[config.mk]
export PLATFORM = sky130hd
export DESIGN_NAME = fp32_int2fp_seq
export DESIGN_NICKNAME = d
export VERILOG_FILES = /design/src/rtl/fp32_int2fp_seq.sv
export SDC_FILE = /design/constraint.sdc
export NUM_CORES = 1
export LEC_CHECK = 0
export CORE_ASPECT_RATIO = 1.75
export CORE_UTILIZATION = 61
export CTS_CLUSTER_DIAMETER = 150
export DETAILED_ROUTE_END_ITERATION = 6
export PLACE_DENSITY_LB_ADDON = 0.25
export SYNTH_ARGS = -nofsm -noshare
export SYNTH_HDL_FRONTEND = slang
export SYNTH_SLANG_ARGS = --single-unit
[constraint.sdc]
create_clock -name clk -period 5.81 [get_ports clk]
set_input_delay 1.162 -clock clk [delete_from_list [all_inputs] [get_ports clk]]
set_output_delay 1.162 -clock clk [all_outputs]
set_load 0.005 [all_outputs]
[src/rtl/fp32_int2fp_seq.sv]
// fp32_int2fp_seq: multi-cycle integer-to-FP32 converter (FCVT.S.W / FCVT.S.WU).
// The operand magnitude is normalised a few bits per cycle, rounded per the
// RISC-V rounding mode, and returned over a valid/ready handshake with NX.
module fp32_int2fp_seq #(
  parameter int SHIFT_STEP = 4  // legal values: 1, 2, 4, 8
) (
  input  logic        clk,
  input  logic        rst,
  input  logic        flush,
  input  logic        in_valid,
  output logic        in_ready,
  input  logic [31:0] in_data,
  input  logic        in_unsigned,
  input  logic [2:0]  in_rm,
  output logic        out_valid,
  input  logic        out_ready,
  output logic [31:0] out_data,
  output logic        out_nx
);

  typedef enum logic [1:0] {S_IDLE, S_NORM, S_ROUND, S_DONE} state_t;

  localparam logic [2:0] RM_RTZ = 3'd1;
  localparam logic [2:0] RM_RDN = 3'd2;
  localparam logic [2:0] RM_RUP = 3'd3;
  localparam logic [2:0] RM_RMM = 3'd4;

  state_t      state_q, state_d;
  logic [31:0] mag_q, mag_d;
  logic [5:0]  sc_q, sc_d;
  logic        sign_q, sign_d;
  logic [2:0]  rm_q, rm_d;
  logic        out_valid_q, out_valid_d;
  logic [31:0] out_data_q, out_data_d;
  logic        out_nx_q, out_nx_d;

  // Rounding datapath: only meaningful while in ROUND, where mag_q[31] is set.
  logic [7:0]  exp_raw;
  logic [7:0]  exp_rnd;
  logic [22:0] frac_trunc;
  logic        guard_bit;
  logic        sticky_bit;
  logic        lsb_bit;
  logic        inc;
  logic [23:0] frac_sum;

  // Round the normalised magnitude to 24 significant bits.
  always_comb begin
    exp_raw    = 8'd158 - {2'b00, sc_q};
    frac_trunc = mag_q[30:8];
    guard_bit  = mag_q[7];
    sticky_bit = |mag_q[6:0];
    lsb_bit    = mag_q[8];
    case (rm_q)
      RM_RTZ:  inc = 1'b0;
      RM_RDN:  inc = sign_q & (guard_bit | sticky_bit);
      RM_RUP:  inc = ~sign_q & (guard_bit | sticky_bit);
      RM_RMM:  inc = guard_bit;
      default: inc = guard_bit & (sticky_bit | lsb_bit);  // RNE, and 5-7 alias to it
    endcase
    // A carry out of the fraction leaves frac_sum[22:0] at zero, so only the
    // exponent needs bumping.
    frac_sum = {1'b0, frac_trunc} + {23'd0, inc};
    exp_rnd  = exp_raw + {7'd0, frac_sum[23]};
  end

  // Next-state logic for the conversion FSM and its result registers.
  always_comb begin
    // NOTE: every _d starts at its _q value so no path through the case
    // leaves a signal unassigned, which would otherwise infer a latch.
    state_d     = state_q;
    mag_d       = mag_q;
    sc_d        = sc_q;
    sign_d      = sign_q;
    rm_d        = rm_q;
    out_valid_d = out_valid_q;
    out_data_d  = out_data_q;
    out_nx_d    = out_nx_q;

    case (state_q)
      S_IDLE: begin
        if (in_valid) begin
          sign_d = ~in_unsigned & in_data[31];
          mag_d  = sign_d ? (32'd0 - in_data) : in_data;
          rm_d   = in_rm;
          sc_d   = 6'd0;
          if (mag_d == 32'd0) begin
            state_d     = S_DONE;
            out_valid_d = 1'b1;
            out_data_d  = 32'd0;
            out_nx_d    = 1'b0;
          end else begin
            state_d = S_NORM;
          end
        end
      end
      S_NORM: begin
        if (mag_q[31]) begin
          state_d = S_ROUND;
        end else if (mag_q[31 -: SHIFT_STEP] == '0) begin
          mag_d = mag_q << SHIFT_STEP;
          sc_d  = sc_q + 6'(SHIFT_STEP);
        end else begin
          mag_d = mag_q << 1;
          sc_d  = sc_q + 6'd1;
        end
      end
      S_ROUND: begin
        out_data_d  = {sign_q, exp_rnd, frac_sum[22:0]};
        out_nx_d    = guard_bit | sticky_bit;
        out_valid_d = 1'b1;
        state_d     = S_DONE;
      end
      S_DONE: begin
        if (out_ready) begin
          out_valid_d = 1'b0;
          state_d     = S_IDLE;
        end
      end
      default: state_d = S_IDLE;
    endcase

    // Flush overrides everything above; the visible result keeps its old value.
    if (flush) begin
      state_d     = S_IDLE;
      out_valid_d = 1'b0;
      out_data_d  = out_data_q;
      out_nx_d    = out_nx_q;
    end
  end

  // State and datapath registers with asynchronous active-high reset.
  always_ff @(posedge clk or posedge rst) begin
    // NOTE: sequential state uses non-blocking assignments so every flop
    // samples its _d value from before the edge, independent of ordering.
    if (rst) begin
      state_q     <= S_IDLE;
      mag_q       <= '0;
      sc_q        <= '0;
      sign_q      <= 1'b0;
      rm_q        <= '0;
      out_valid_q <= 1'b0;
      out_data_q  <= '0;
      out_nx_q    <= 1'b0;
    end else begin
      state_q     <= state_d;
      mag_q       <= mag_d;
      sc_q        <= sc_d;
      sign_q      <= sign_d;
      rm_q        <= rm_d;
      out_valid_q <= out_valid_d;
      out_data_q  <= out_data_d;
      out_nx_q    <= out_nx_d;
    end
  end

  assign in_ready  = (state_q == S_IDLE);
  assign out_valid = out_valid_q;
  assign out_data  = out_data_q;
  assign out_nx    = out_nx_q;

endmodule

# [Word level (Yosys, flattened, before mapping)]
# Cells that the tools add are included.
[classes] n_reduce_logical=13 n_eq_ne=14 addsub=6 n_bitwise=9 muxes=27
[op_table] cell="32-bit 2-to-1 mux" count=6
[op_table] cell="32-bit one-hot mux with 2 select lines" count=2
[op_table] cell="32-bit logical NOT" count=1
[op_table] cell="1-bit by 32-bit subtractor with 32-bit output, first input constant" count=1
[op_table] cell="23-bit by 1-bit adder with 24-bit output" count=1
[op_table] cell="6-bit 2-to-1 mux" count=3
[op_table] cell="6-bit one-hot mux with 2 select lines" count=1
[op_table] cell="2-bit 2-to-1 mux" count=5
[op_table] cell="3-bit inequality test, second input constant" count=3
[op_table] cell="8-bit by 1-bit adder with 8-bit output" count=1
[op_table] cell="2-bit one-hot mux with 4 select lines" count=1
[op_table] cell="4-bit AND reduction" count=2
[op_table] cell="8-bit by 6-bit subtractor with 8-bit output, first input constant" count=1
[op_table] cell="7-bit OR reduction" count=1
[op_table] cell="6-bit by 1-bit adder with 6-bit output, second input constant" count=1
[op_table] cell="6-bit by 3-bit adder with 6-bit output, second input constant" count=1
[op_table] cell="3-bit by 2-bit equality test with 1-bit output, second input constant" count=2
[op_table] cell="1-bit 2-to-1 mux" count=6
[op_table] cell="3-bit AND reduction" count=2
[op_table] cell="1-bit bitwise AND" count=4
[op_table] cell="2-bit equality test, second input constant" count=2
[op_table] cell="4-bit logical NOT" count=1
[op_table] cell="2-bit inequality test, second input constant" count=2
[op_table] cell="1-bit one-hot mux with 4 select lines" count=1
[op_table] cell="13 further kinds" count=18
[totals] register_bits=78 word_cells=78 output_inout_bits=35 in_bits=41

# [Depth between registers and ports, before layout]
[logic_depth] depth_word=8 depth_mapped=16 mapped_depth_nobuf=16

# [Worst setup path after synthesis]
# Ideal clock, no wire load.
[synth_path] kind="in2reg" from="in in_data[3]" to="reg out_data_q[10], in the netlist out_data[10]" path_slack_ns=1.608 required_ns=5.664 setup_time_ns=0.146 path_buffers=4 cell_stages=12 arrival_time_ns=4.056 path_cell_list="buf_2 -> or4_1 -> buf_2 -> or2_1 -> buf_2 -> o41ai_4 -> xor2_1 -> nand3b_1 -> or4_4 -> nor4_4 -> buf_6 -> o32ai_2"
[synth_between] elab_chain_cells=5
[synth_lines] element="start: declaration" line_no="12" rtl="input logic [31:0] in_data,"
[synth_lines] element="1-bit by 32-bit subtractor with 32-bit output" line_no="84" rtl="mag_d = sign_d ? (32'd0 - in_data) : in_data;"
[synth_lines] element="32-bit 2-to-1 mux (*)" line_no="84"
[synth_lines] element="32-bit logical NOT (*)" line_no="87" rtl="if (mag_d == 32'd0) begin"
[synth_lines] element="2-bit by 1-bit inequality test with 1-bit output (no line) (*)"
[synth_lines] element="4-bit AND reduction (no line) (*)"
[synth_lines] element="end signal: assignment" line_no="152" rtl="out_data_q <= out_data_d;"
[synth_lines] element="end: declaration" line_no="34" rtl="logic [31:0] out_data_q, out_data_d;"
# Mark *: on every way between the ends. The rest lies on a longest branch, timed or not.
# A chain may end at the register's enable or synchronous reset.

# [Worst setup path after layout]
[layout_path] from="in in_data[13]" to="reg out_data_q[8], in the netlist out_data[8]"
# Same word-level chain as after synthesis.

==> results_dict.tcl <==
set metrics [dict create \
    synth_area_leader_cell "dfrtp_1" \
    cts_buffer_depth 2 \
    core_um2 9150 \
    worst-setup-path-type "input port to register" \
    root_buffer "clkbuf_16" \
    fin_cells 821 \
    hold_viol_final 0 \
    run_status "complete, no violations" \
    drt-total-wl_um 17300 \
    grt_pass1_wl_um 28500 \
    fill_cells 632 \
    syn_nets 707 \
    insertedDiodeCount 0 \
    p_clk_share_pct 19.1 \
    cts_resized 0 \
    max_stage_delay_ns 0.94 \
    cts_tree "yes" \
    path_cells "clkdlybuf4s50_1 > or4_1 > or4_4 > o41ai_1 > a21oi_1 > nand4_1 > nor4_1 > a21boi_4 > o32ai_2" \
    syn-instance-count 654 \
    via_per_inst 6.88 \
    combPwrFrac_pct 47.1 \
    grt_usage_pct 36.0 \
    cap_violations 0 \
    die_height_um 131 \
    tightest_slew_ns 1.20 \
    seq_power_share_pct 33.8 \
    period_share_pct 86.6 \
    place.port_buffers 75 \
    dr.pass1.iters 5 \
    cp.arrival_ns 5.20 \
    fin_skew_ns 0.00324 \
    grt_max_degree 54 \
    cp.depth 9 \
    crit_family "compound AO/OA/AOI/OAI gates" \
    setup_viol 0 \
    swShare_pct 41.5 \
    ys.flop_type "dfrtp_1" \
    crit_path_end_kind "register" \
    max_clock_freq_mhz 199 \
    regArea_um2 1950 \
    postCtsHoldBufs 0 \
    synth.most_common_cell "nand2_1" \
    slew-limit-headroom_pct 20.0 \
    path_clk_slew_ns 0.06 \
    die_area_um2 9980 \
    grt_pass1_vias 5622 \
    multi_input_area_um2 3610 \
    final.min_clock_period_ns 5.03 \
    p_switching_uw 1360 \
    r2r_cells 14 \
    cp_slowest_cell "a21boi_4" \
    slew_violations 0 \
    drive_gt1_share_pct 8.99 \
    htree_levels 3 \
    whs_ns 0.542 \
    ioPinCount 76 \
    ys_ff_latch 78 \
    dr.first_iter.drc_count 404 \
    netlist_area_um2 5840 \
    antenna_left 0 \
    synthTopCellsByArea "dfrtp_1 33%, o32ai_2 5.6%, nand2_1 5.3%" \
    min_path_type "register to register" \
    rows 46 \
    cts_setup_buffers 0 \
    reg2reg_slack_ns 2.56 \
    start_util_pct 63.8 \
    hpwlAfterDp_um 12600 \
    syn_to_final_growth_pct 19.0 \
    synthArstFlopShare_pct 100 \
    rsz0062_at_grt "no" \
    ys_top_cells_by_count "82 x nand2_1, 78 x dfrtp_1, 46 x clkbuf_1, 42 x nor2_1, 30 x xnor2_1" \
    antenna_found_initial 0 \
    cp_data_required_time_ns 5.98 \
    ys_seq_area_share_pct 33.4 \
    power_density_nw_per_um2 471 \
    wl_per_cell_um 21.1 \
    final_util_pct 75.9 \
    clk_latency_ns 0.34 \
    dr_total_vias 5650 \
    cts.sinks 78 \
    worstPathMaxFanout 33 \
    fin_tns_setup_ns 0 \
    place_inst 805 \
    synth_top_area_share_pct 33.4 \
    p_int_uw 1910 \
    synth_edf_count 0 \
    dieWidth_um 75.9 \
    syn_avg_cell_area_um2 8.92 \
    drc 0 \
    finalNetCount 749 \
    total_power_uw 3270 \
    grt_overflow 0 \
    vdd_drop_max_mv 0.291 \
    yosys_warnings 0 \
    leakage_uw 0.00253 \
    numCtsBuffers 9 \
    cp_num_buf_inv 1 \
    start_kind "input port" \
    yosys.cell_types.count 64 \
    place_congestion 1.01 \
    whs_path_depth 1 \
]
worst paths after layout:
kind                                      from                       end
setup / recovery                   in_data[13]   out_data[8]$_DFFE_PP0P_
hold / removal             rm_q[1]$_DFFE_PP0P_       rm_q[1]$_DFFE_PP0P_
setup reg to reg            sign_q$_DFFE_PP0P_  out_data[30]$_DFFE_PP0P_
hold reg to reg            rm_q[1]$_DFFE_PP0P_       rm_q[1]$_DFFE_PP0P_
max in group asynchronous                  rst      mag_q[7]$_DFFE_PP0P_
min in group asynchronous                  rst  out_data[14]$_DFFE_PP0P_
state kept, by name, summed over array words and instances (netlist names):
name	cells
mag_q	32
out_data	32
sc_q	6
rm_q	3
state_q	2
out_nx	1
out_valid	1
sign_q	1
layer usage:
| layer | vias up | wire (um) | share of wire, % | global-route usage [%] |
|---|---|---|---|---|
| met1 | 2762 | 6110 | 35 | 38.9 |
| li1 | 2541 | - | - | - |
| met5 | - | 0 | 0 | 0 |
| met2 | 282 | 9400 | 54 | 65.6 |
| met4 | 0 | 951 | 5.5 | 23.2 |
| met3 | 65 | 850 | 4.9 | 4.10 |
power groups by stage:
| stage | clock, uW | combinational [uW] | sequential [uW] |
|---|---|---|---|
| global placement | 0 | 1440 | 1080 |
| floorplan | 0 | 1100 | 961 |
| CTS | 628 | 1530 | 1090 |
| finish | 626 | 1540 | 1110 |
| global route | 646 | 1680 | 1130 |
| detailed placement | 0 | 1510 | 1090 |
layout make-up:
cell class / count / area share [%]
flip-flops and latches: 78 / 28.1
clock buffers: 13 / 3.89
well taps: 120 / 2.16
inverters: 12 / 0.649
clock inverters: 3 / 0.937
multi-input cells: 507 / 52.0
repair buffers: 88 / 12.2
cells in the final DEF (no fill, tap or decap), types with 6 or more instances in the layout:
cell	count
a21oi_1	24
a31oi_1	7
and4_1	6
buf_4	13
clkbuf_16	9
clkdlybuf4s50_1	75
dfrtp_1	78
ha_1	12
inv_1	11
mux2i_1	26
nand2_1	82
nand3_1	21
nand4_1	14
nor2_1	42
nor3_1	14
nor4_1	11
o21a_1	23
o21ai_0	19
o221ai_1	22
o22ai_1	7
o31ai_1	7
o32ai_1	8
o32ai_2	20
or3_1	7
or4_1	6
xnor2_1	30
xor2_1	28
logic make-up (layout without fill, tap and decap cells):
kind of cell	Yosys count	count (layout)	synth area share, %
buffers and inverters	69	116	5.02
and+or+nand+nor	232	232	20.2
AOI/OAI and AO/OA	176	176	25.0
DFF	78	78	33.4
muxes	29	29	5.04
xor gates and xnor gates	58	58	8.70
adders and majority gates	12	12	2.57
worst register-to-register path: stages (launching register included):
cell	delay, ns
dfrtp_1	0.41
xnor2_1	0.15
nor3b_1	0.20
a21oi_1	0.08
nor2_1	0.12
ha_1	0.18
and2_1	0.24
nand4_1	0.16
nor3_1	0.43
nand3_1	0.24
ha_1	0.27
nand3_1	0.12
nor2_1	0.05
or3_1	0.34
o22ai_1	0.16
through the flow:
stage / cell area (um2) / setup slack [ns]
floorplan: 5840 / 1.61
global placement: 6610 / 0.572
detailed placement: 6610 / 0.526
CTS: 6940 / 0.853
global route: 6940 / 0.589
finish: 6940 / 0.779
(Power assumes the default switching activity.)
